**src/rtl/blake_arb_pkg.sv**
```systemverilog
// Shared types and helpers for the BLAKE2 requester arbiter.
package blake_arb_pkg;

  localparam int N_MAX = 8;

  typedef enum logic [2:0] {
    S_IDLE,
    S_START,
    S_STREAM,
    S_FIN,
    S_DRAIN
  } arb_state_e;

  function automatic logic [2:0] onehot_to_idx(input logic [N_MAX-1:0] oh);
    logic [2:0] idx;
    idx = '0;
    for (int i = 0; i < N_MAX; i++) begin
      if (oh[i]) idx = 3'(i);
    end
    return idx;
  endfunction

endpackage

```
**src/rtl/blake_req_arb_rr_pick.sv**
```systemverilog
// Combinational round-robin picker: first requester at or after rr_ptr, wrapping.
module rr_pick
  import blake_arb_pkg::*;
#(
  parameter int N = 4
) (
  input  logic [N-1:0] req,
  input  logic [2:0]   rr_ptr,
  output logic [N-1:0] grant,
  output logic [2:0]   idx
);

  logic [N_MAX-1:0] grant_ext;
  logic             found;

  // Upper pass covers [rr_ptr, N-1]; lower pass wraps around to [0, rr_ptr-1].
  always_comb begin
    grant = '0;
    found = 1'b0;
    for (int i = 0; i < N; i++) begin
      if (!found && req[i] && (3'(i) >= rr_ptr)) begin
        grant[i] = 1'b1;
        found    = 1'b1;
      end
    end
    for (int i = 0; i < N; i++) begin
      if (!found && req[i]) begin
        grant[i] = 1'b1;
        found    = 1'b1;
      end
    end
    grant_ext         = '0;
    grant_ext[N-1:0]  = grant;
    idx               = onehot_to_idx(grant_ext);
  end

endmodule

```
**src/rtl/blake_req_arb.sv**
```systemverilog
// Round-robin, per-message arbiter sharing one BLAKE2 engine among N byte-stream
// requesters, with a finish-to-digest watchdog.
module blake_req_arb
  import blake_arb_pkg::*;
#(
  parameter int N        = 4,
  parameter int W        = 32,
  parameter int WAIT_MAX = 1024
) (
  input  logic           clk,
  input  logic           rst,
  input  logic [N-1:0]   req,
  input  logic [8*N-1:0] req_data,
  input  logic [N-1:0]   req_dv,
  input  logic [N-1:0]   req_fin,
  output logic [N-1:0]   gnt,
  output logic [N-1:0]   req_rdy,
  output logic [7:0]     rsp_data,
  output logic [N-1:0]   rsp_dv,
  output logic [N-1:0]   rsp_end,
  output logic           err,
  output logic           eng_start,
  output logic [7:0]     eng_data,
  output logic           eng_dv,
  output logic           eng_finish,
  input  logic           eng_drdy,
  input  logic [7:0]     eng_dout,
  input  logic           eng_dvout,
  input  logic           eng_dend
);

  localparam int WD_W = $clog2(WAIT_MAX) + 1;
  localparam int BC_W = $clog2(W + 1) + 1;

  arb_state_e      state, state_n;
  logic [N-1:0]    gnt_n;
  logic [2:0]      owner, owner_n;
  logic [2:0]      rr_ptr, rr_ptr_n;
  logic [2:0]      next_ptr;
  logic [WD_W-1:0] wd_cnt, wd_cnt_n;
  logic [BC_W-1:0] byte_cnt, byte_cnt_n;
  logic [N-1:0]    pick_gnt;
  logic [2:0]      pick_idx;
  logic [7:0]      own_byte;
  logic            own_dv;
  logic            own_fin;

  rr_pick #(.N(N)) u_pick (
    .req    (req),
    .rr_ptr (rr_ptr),
    .grant  (pick_gnt),
    .idx    (pick_idx)
  );

  assign next_ptr = (owner == 3'(N - 1)) ? 3'd0 : owner + 3'd1;

  always_comb begin
    own_byte = '0;
    own_dv   = 1'b0;
    own_fin  = 1'b0;
    for (int i = 0; i < N; i++) begin
      if (gnt[i]) begin
        own_byte = req_data[8*i +: 8];
        own_dv   = req_dv[i];
        own_fin  = req_fin[i];
      end
    end
  end

  always_ff @(posedge clk or posedge rst) begin
    if (rst) begin
      state    <= S_IDLE;
      gnt      <= '0;
      owner    <= '0;
      rr_ptr   <= '0;
      wd_cnt   <= '0;
      byte_cnt <= '0;
    end else begin
      state    <= state_n;
      gnt      <= gnt_n;
      owner    <= owner_n;
      rr_ptr   <= rr_ptr_n;
      wd_cnt   <= wd_cnt_n;
      byte_cnt <= byte_cnt_n;
    end
  end

  always_comb begin
    state_n    = state;
    gnt_n      = gnt;
    owner_n    = owner;
    rr_ptr_n   = rr_ptr;
    wd_cnt_n   = wd_cnt;
    byte_cnt_n = byte_cnt;
    req_rdy    = '0;
    rsp_data   = '0;
    rsp_dv     = '0;
    rsp_end    = '0;
    err        = 1'b0;
    eng_start  = 1'b0;
    eng_data   = '0;
    eng_dv     = 1'b0;
    eng_finish = 1'b0;

    case (state)
      S_IDLE: begin
        if (|req) begin
          gnt_n   = pick_gnt;
          owner_n = pick_idx;
          state_n = S_START;
        end
      end
      S_START: begin
        eng_start = 1'b1;
        state_n   = S_STREAM;
      end
      S_STREAM: begin
        req_rdy    = gnt & {N{eng_drdy}};
        eng_data   = own_byte;
        eng_dv     = own_dv & eng_drdy;
        wd_cnt_n   = '0;
        byte_cnt_n = '0;
        if (own_fin) begin
          eng_finish = 1'b1;
          state_n    = S_FIN;
        end
      end
      S_FIN, S_DRAIN: begin
        eng_finish = 1'b1;
        // The first digest byte is forwarded in the same cycle it leaves S_FIN.
        if (state == S_DRAIN || eng_dvout) begin
          rsp_data   = eng_dout;
          rsp_dv     = eng_dvout ? gnt : '0;
          rsp_end    = eng_dend ? gnt : '0;
          byte_cnt_n = byte_cnt + BC_W'(eng_dvout);
          state_n    = S_DRAIN;
          if (eng_dend) begin
            err      = (byte_cnt_n != BC_W'(W));
            state_n  = S_IDLE;
            gnt_n    = '0;
            rr_ptr_n = next_ptr;
          end
        end else if (wd_cnt == WD_W'(WAIT_MAX - 1)) begin
          err      = 1'b1;
          state_n  = S_IDLE;
          gnt_n    = '0;
          rr_ptr_n = next_ptr;
        end else begin
          wd_cnt_n = wd_cnt + WD_W'(1);
        end
      end
      default: state_n = S_IDLE;
    endcase
  end

endmodule

```
**config.mk**
```make
export PLATFORM = sky130hd
export DESIGN_NAME = blake_req_arb
export DESIGN_NICKNAME = d
export VERILOG_FILES = /design/src/rtl/blake_arb_pkg.sv /design/src/rtl/blake_req_arb_rr_pick.sv /design/src/rtl/blake_req_arb.sv
export SDC_FILE = /design/constraint.sdc
export NUM_CORES = 1
export LEC_CHECK = 0
export ABC_AREA = 1
export BUFFER_PORTS_ARGS = -buffer_cell sky130_fd_sc_hd__buf_2
export CAP_MARGIN = 10
export CORE_MARGIN = 1.5
export CORE_UTILIZATION = 49
export CTS_CLUSTER_SIZE = 24
export DETAILED_ROUTE_END_ITERATION = 10
export GPL_TIMING_DRIVEN = 0
export PLACE_DENSITY = 0.84
export SLEW_MARGIN = 20
export SYNTH_ARGS = -nofsm -noshare
export SYNTH_HDL_FRONTEND = slang
export SYNTH_SLANG_ARGS = --single-unit
```
**constraint.sdc**
```tcl
create_clock -name clk -period 1.8 [get_ports clk]
set_input_delay 0.09 -clock clk [delete_from_list [all_inputs] [get_ports clk]]
set_output_delay 0.09 -clock clk [all_outputs]
set_load 0.05 [all_outputs]
```
==> impl_metrics.env, run 1 <==
export IMPL_status="finished with violations"
export IMPL_violations="negative setup slack"
export IMPL_grt_overflow_total=0
export IMPL_tritoncts="done"
export IMPL_cts_htree_levels=2
export IMPL_multi_input_area_um2=1650
export IMPL_hp_class="input pin to flop"
export IMPL_ant_nets=0
export IMPL_fin_cells=535
export IMPL_regArea_um2=729
export IMPL_post_route_min_period_ns=1.83
export IMPL_cts_buffers=5
export IMPL_remaining_drc_errors=0
export IMPL_clock_path_buffers=2
export IMPL_n_antenna_cell=0
export IMPL_slew_headroom=0.594
export IMPL_finalSetupViolations=1
export IMPL_routedWlPerCell_um=14.1
export IMPL_area_growth_pct=47.5
export IMPL_start_util=0.504
export IMPL_cts_root_buffer="clkbuf_8"
export IMPL_final_hold_violation_count=0
export IMPL_placementRows=25
export IMPL_whs_path_depth=5
export IMPL_vias_per_cell=5.38
export IMPL_wl_um=7570
export IMPL_die_area_um2=5250
export IMPL_synth_seq_area_share=0.307
export IMPL_grt_max_degree=30
export IMPL_place_hpwl_um=5090
export IMPL_io_pins=93
export IMPL_ys_flop_type="dfrtp_1"
export IMPL_grt_total_usage=0.267
export IMPL_first_global_vias=2527
export IMPL_yosys_warnings=0
export IMPL_insertion_delay_ns=0.29
export IMPL_synth_async_reset_ratio=1.00
export IMPL_cts_reportedPaths_clkPinSlew_ns=0.07
export IMPL_ys_seq_elements=29
export IMPL_crit_fanout=5
export IMPL_cts_sinks=29
export IMPL_dp_cells=510
export IMPL_die_w_um=72.5
export IMPL_synth_cell_types=30
export IMPL_rr_worst_depth=9
export IMPL_hold_end="gnt[0]"
export IMPL_fillers=330
export IMPL_fin_setup_tns_ns=-0.0264
export IMPL_post_route_cell_area_um2=3490
export IMPL_setup_slack_ns=-0.0264
export IMPL_worstMarginPinSlew_ns=0.607
export IMPL_regToRegSetupSlack_ns=0.16
export IMPL_synth_area_leaders="dfrtp_1, nand2_1, nor2_1"
export IMPL_rsz0062_at_grt="yes"
export IMPL_power_w=0.00550
export IMPL_grt_pass1_wl_um=10800
export IMPL_syn_nets=425
export IMPL_maxCapViolCount=0
export IMPL_die_h_um=72.5
export IMPL_post_synth_cell_area_avg_um2=6.50
export IMPL_syn_inst=364
export IMPL_period_share=1.01
export IMPL_antenna_found_initial=0
export IMPL_drt_initial_drc_count=95
export IMPL_drive_above_1_share=0.422
export IMPL_place_area_um2=2990
export IMPL_max_freq_mhz=548
export IMPL_crit_type="flop to primary output"
export IMPL_nets=541
export IMPL_yosys_top_cells_count="nand2_1, nor2_1, dfrtp_1, o21ai_0, inv_1"
export IMPL_timing_rr_start="state[1]"
export IMPL_netlist_area_um2=2360
export IMPL_vias=2878
export IMPL_fp_coreArea_um2=4690
export IMPL_cp_data_required_time_ns=1.71
export IMPL_startpoint_type="flop"
export IMPL_synth_edf_count=0
export IMPL_reg2reg_to="wd_cnt[7]"
export IMPL_hold_start="req[0]"
export IMPL_skew_ns=0.00800
export IMPL_synth_largest_area_cell="dfrtp_1"
export IMPL_p_leak_nw=1.77
export IMPL_dr_pass1_iters=5
export IMPL_synth_most_common_cell="nand2_1"
export IMPL_routabilityCongestion=0.878
export IMPL_peakVddDrop_uv=734
export IMPL_yosysTopAreaCellShare=0.307
export IMPL_final_max_slew_viol_count=0
export IMPL_power_density_nw_per_um2=1580
export IMPL_arrival_ns=1.74
export IMPL_portBuffers=92
export IMPL_endpoint_kind="primary output"
## registers in the layout, indices dropped and copies added (netlist names)
name,cells
byte_cnt,7
state,3
gnt,4
owner,2
rr_ptr,2
wd_cnt,11
## what timing repair did
item / in CTS / in global routing
buffers inserted: 11 / 5
pin swaps: 7 / 8
hold endpoints to repair: 0 / 29
hold buffers: 0 / 1
gates cloned: 0 / 1
setup endpoints to repair: 24 / 29
gates resized for setup: 53 / 55
## report_power, final
part           switching (W)  internal (W)
Clock               0.000262      0.000266
Sequential          0.000150      0.000801
Combinational        0.00268       0.00134
Total                0.00309       0.00240
## per-stage QoR
step                      utilization  hold WS, ns  setup WS (ns)
after floorplan                     -        0.168         -0.377
after global placement          0.637        0.417        -0.0785
after detailed placement        0.637        0.430         -0.105
after CTS                       0.703        0.120        -0.0134
after global routing            0.743        0.207         -0.109
final                           0.743        0.171        -0.0264
## worst max-delay path: stages, from the launching register on
cell and delay (ns):
dfrtp_1 0.41, ha_4 0.19, ha_4 0.18, xor2_2 0.15, nor2_1 0.11, nand2_1 0.07, nor2_2 0.12, a21oi_2 0.07
buf_6 0.15
## final cells by class
cell class	count	share of cell area
clock buffers	5	0.0197
well taps	54	0.0194
repair buffers	110	0.206
clock inverters	3	0.00502
multi-input cells	286	0.473
plain buffers	12	0.0283
flip-flops and latches	29	0.209
inverters	36	0.0395
## cells in the final DEF (no fill, tap or decap), types with 3 or more instances in the layout
master	n
nor2_1	45
nand2_2	13
nand4_1	3
inv_1	22
ha_4	3
buf_4	21
clkbuf_8	5
a21oi_4	8
nand2_1	103
nor2_2	7
buf_6	20
nor3_2	4
nor2_4	4
nand3_1	19
dfrtp_2	3
clkbuf_4	9
o21ai_2	3
inv_2	13
a21oi_1	11
nor3_1	5
o21ai_0	15
o22ai_1	3
o21ai_1	13
nand2_4	7
buf_2	67
clkbuf_2	4
xor2_1	5
dfrtp_1	26
## metal layers
| layer | global-route usage | wire, um | vias up |
|---|---|---|---|
| met5 | 0 | 0 | - |
| met4 | 0.136 | 272 | 0 |
| met3 | 0.0583 | 521 | 28 |
| met2 | 0.498 | 3900 | 137 |
| met1 | 0.280 | 2870 | 1315 |
| li1 | - | - | 1398 |
## worst max-delay path by stage
stage	slack, ns	to	start
after detailed placement	-0.10	err	wd_cnt[0]
after floorplan	-0.38	req_rdy[2]	gnt[2]
after global placement	-0.08	err	wd_cnt[0]
after CTS	-0.01	err	wd_cnt[1]
final	-0.03	err	byte_cnt[0]
after global routing	-0.11	err	byte_cnt[0]
## kinds of logic (layout without fill, tap and decap cells)
group / Yosys count / count (layout) / share of synthesized area
flip-flops: 29 / 29 / 0.307
AND/OR/NAND/NOR: 215 / 215 / 0.410
XOR/XNOR: 8 / 8 / 0.0296
AO/OA/AOI/OAI: 59 / 59 / 0.142
buffers and inverters: 49 / 166 / 0.0905
adder cells (fa/ha/maj): 4 / 4 / 0.0212
Note: power is estimated with default switching activity, not from simulation.
==> inputs of run 2 (changes only) <==
Settings changed: ABC_AREA 1 to unset, PLACE_DENSITY 0.84 to 0.85.
==> run 2 against run 1 <==
Compared with the run above: the run still ends with negative setup slack left; core utilization rose by 17 points; via count increased by 21%; count of clock-buffer cells in the layout up 3; critical path depth decreased by 2; sequential share of layout area decreased by 2.6 points; die area fell by 4.5%; worst setup slack lost 0.31 ns; critical endpoint unchanged.
==> impl_metrics.env, run 2 <==
export IMPL_peakVddDrop_uv=1250
export IMPL_p_leak_nw=1.80
export IMPL_place_area_um2=2920
export IMPL_synth_largest_area_cell="dfrtp_1"
export IMPL_final_max_slew_viol_count=0
export IMPL_die_h_um=70.8
export IMPL_antenna_found_initial=0
export IMPL_finalSetupViolations=47
export IMPL_slew_headroom=0.238
export IMPL_maxCapViolCount=0
export IMPL_post_route_cell_area_um2=4030
export IMPL_power_density_nw_per_um2=1520
export IMPL_crit_fanout=4
export IMPL_regToRegSetupSlack_ns=-0.23
export IMPL_synth_cell_types=52
export IMPL_cp_common_cell="ha_4"
export IMPL_routabilityCongestion=0.854
export IMPL_tritoncts="done"
export IMPL_largest_reg_flops=11
export IMPL_skew_ns=0.00827
export IMPL_syn_nets=336
export IMPL_reg_top3="wd_cnt (11), byte_cnt (7), gnt (4)"
export IMPL_hp_class="input pin to flop"
export IMPL_drive_above_1_share=0.560
export IMPL_ant_nets=0
export IMPL_clock_path_buffers=2
export IMPL_grt_max_degree=30
export IMPL_place_hpwl_um=4990
export IMPL_wl_um=12400
export IMPL_endpoint_kind="primary output"
export IMPL_synth_edf_count=0
export IMPL_routedWlPerCell_um=26.5
export IMPL_pre_cts_ws_ns=-0.571
export IMPL_synth_area_leaders="dfrtp_1, nand2_1, a21oi_1"
export IMPL_ys_seq_elements=29
export IMPL_ys_flop_type="dfrtp_1"
export IMPL_utilization=0.918
export IMPL_violations="negative setup slack"
export IMPL_rsz0062_at_grt="yes"
export IMPL_first_global_vias=3068
export IMPL_layout_commonest_cell="buf_2"
export IMPL_arrival_ns=2.05
export IMPL_io_pins=93
export IMPL_fin_setup_tns_ns=-5.46
export IMPL_nets=476
export IMPL_remaining_drc_errors=0
export IMPL_vias_per_cell=7.46
export IMPL_insertion_delay_ns=0.30
export IMPL_placementRows=24
export IMPL_fp_coreArea_um2=4380
export IMPL_portBuffers=91
export IMPL_cts_htree_levels=2
export IMPL_die_area_um2=5020
export IMPL_cts_buffers=5
export IMPL_grt_overflow_total=0
export IMPL_cts_root_buffer="clkbuf_8"
export IMPL_post_synth_cell_area_avg_um2=8.20
export IMPL_vias=3493
export IMPL_yosysTopAreaCellShare=0.322
export IMPL_area_growth_pct=78.5
export IMPL_cpPeakStageDelay_ns=0.50
export IMPL_syn_inst=275
export IMPL_yosys_warnings=0
export IMPL_netlist_area_um2=2250
export IMPL_max_freq_mhz=468
export IMPL_final_hold_violation_count=0
export IMPL_n_antenna_cell=0
export IMPL_regMostFlops="wd_cnt"
export IMPL_cts_reportedPaths_clkPinSlew_ns=0.08
export IMPL_crit_type="flop to primary output"
export IMPL_post_route_min_period_ns=2.14
export IMPL_start_util=0.514
export IMPL_period_share=1.19
export IMPL_status="finished with violations"
export IMPL_startpoint_type="flop"
export IMPL_slowest_stage="or4b_4"
export IMPL_yosys_top_cells_count="nand2_1, dfrtp_1, a21oi_1, inv_1"
export IMPL_cp_data_required_time_ns=1.71
export IMPL_synth_most_common_cell="nand2_1"
export IMPL_worstMarginPinSlew_ns=1.13
export IMPL_synth_async_reset_ratio=1.00
export IMPL_synth_seq_area_share=0.322
export IMPL_cp_cell_sequence="ha_4, ha_4, or4b_4, o311ai_4, a41oi_4, buf_6"
export IMPL_mostFrequentLayoutCells="buf_2, buf_4, nand2_1"
export IMPL_cts_sinks=29
export IMPL_drt_initial_drc_count=527
export IMPL_power_w=0.00612
export IMPL_dr_pass1_iters=6
export IMPL_setup_slack_ns=-0.338
export IMPL_die_w_um=70.8
export IMPL_grt_total_usage=0.359
export IMPL_grt_pass1_wl_um=14200
[run 2: cell count changes in the layout (fill, tap and decap cells not counted), sizes merged, moves of 6 or more]
| cell | delta |
|---|---|
| nand2 | -89 |
| nor2 | -47 |
| buf | +28 |
| o21ai | -25 |
| inv | -22 |
| and3 | +13 |
| and2 | +12 |
| a221oi | +11 |
| nand3 | -10 |
| a211o | +8 |
| nand2b | +7 |
| mux2i | +6 |
| nor3 | -6 |
[run 2: cell families after synthesis]
kind of cell	synth area share
simple gates	0.265
flops	0.322
buf+inv	0.0516
xor+xnor	0.0117
mux	0.0549
fa+ha+maj	0.0222
compound gates	0.273
[run 2: area by class of cell]
cell class	instances	area [um2]
timing repair buffer	135	1060
buffer	14	123
sequential	29	736
clock buffer	8	80.1
inverter	14	57.6
fill	141	359
tap	52	65.1
multi-input combinational	216	1910
[run 2: metrics by stage]
step | instances | hold WS [ns]
after floorplan | 275 | 0.156
after global placement | 418 | 0.344
after detailed placement | 418 | 0.366
after CTS | 450 | 0.0606
after global routing | 468 | 0.114
final | 468 | 0.128
[run 2: timing repair]
item,4_1_cts,5_1_grt
cloned,2,1
hold endpoints to repair,0,29
endpoints found under the setup margin,48,45
gates resized for setup,102,88
buffers inserted,23,17
hold buffers,0,1
pin swaps,17,30
[run 2: path summary, 6_finish.rpt]
path	startpoint	to	depth (start not counted)
setup / recovery	byte_cnt[0]	err	6
hold / removal	eng_dend	state[2]	2
setup reg to reg	state[0]	byte_cnt[5]	9
hold reg to reg	wd_cnt[10]	wd_cnt[10]	1
max in group asynchronous	rst	wd_cnt[5]	3
min in group asynchronous	rst	byte_cnt[2]	3
[run 2: worst max-delay path: cells and delay by family (launching register included)]
kind / cells / cell delay (ns)
flops: 1 / 0.44
fa+ha+maj: 2 / 0.37
simple gates: 1 / 0.50
buf+inv: 1 / 0.18
compound gates: 2 / 0.25
[run 2: metal layers]
layer  vias up  GRT usage  wire length, um
met5         -          0                0
met4         0      0.205             1200
met3       152     0.0812             1570
met2       455      0.632             5620
met1      1572      0.396             4030
li1       1314          -                -
[run 2: power breakdown]
| part | internal [W] | leakage, nW | total [W] | switching, W |
|---|---|---|---|---|
| combinational | 0.00184 | 1.39 | 0.00446 | 0.00263 |
| clock | 0.000275 | 0.0395 | 0.000577 | 0.000302 |
| sequential | 0.000825 | 0.373 | 0.00108 | 0.000252 |
| total | 0.00294 | 1.80 | 0.00612 | 0.00318 |
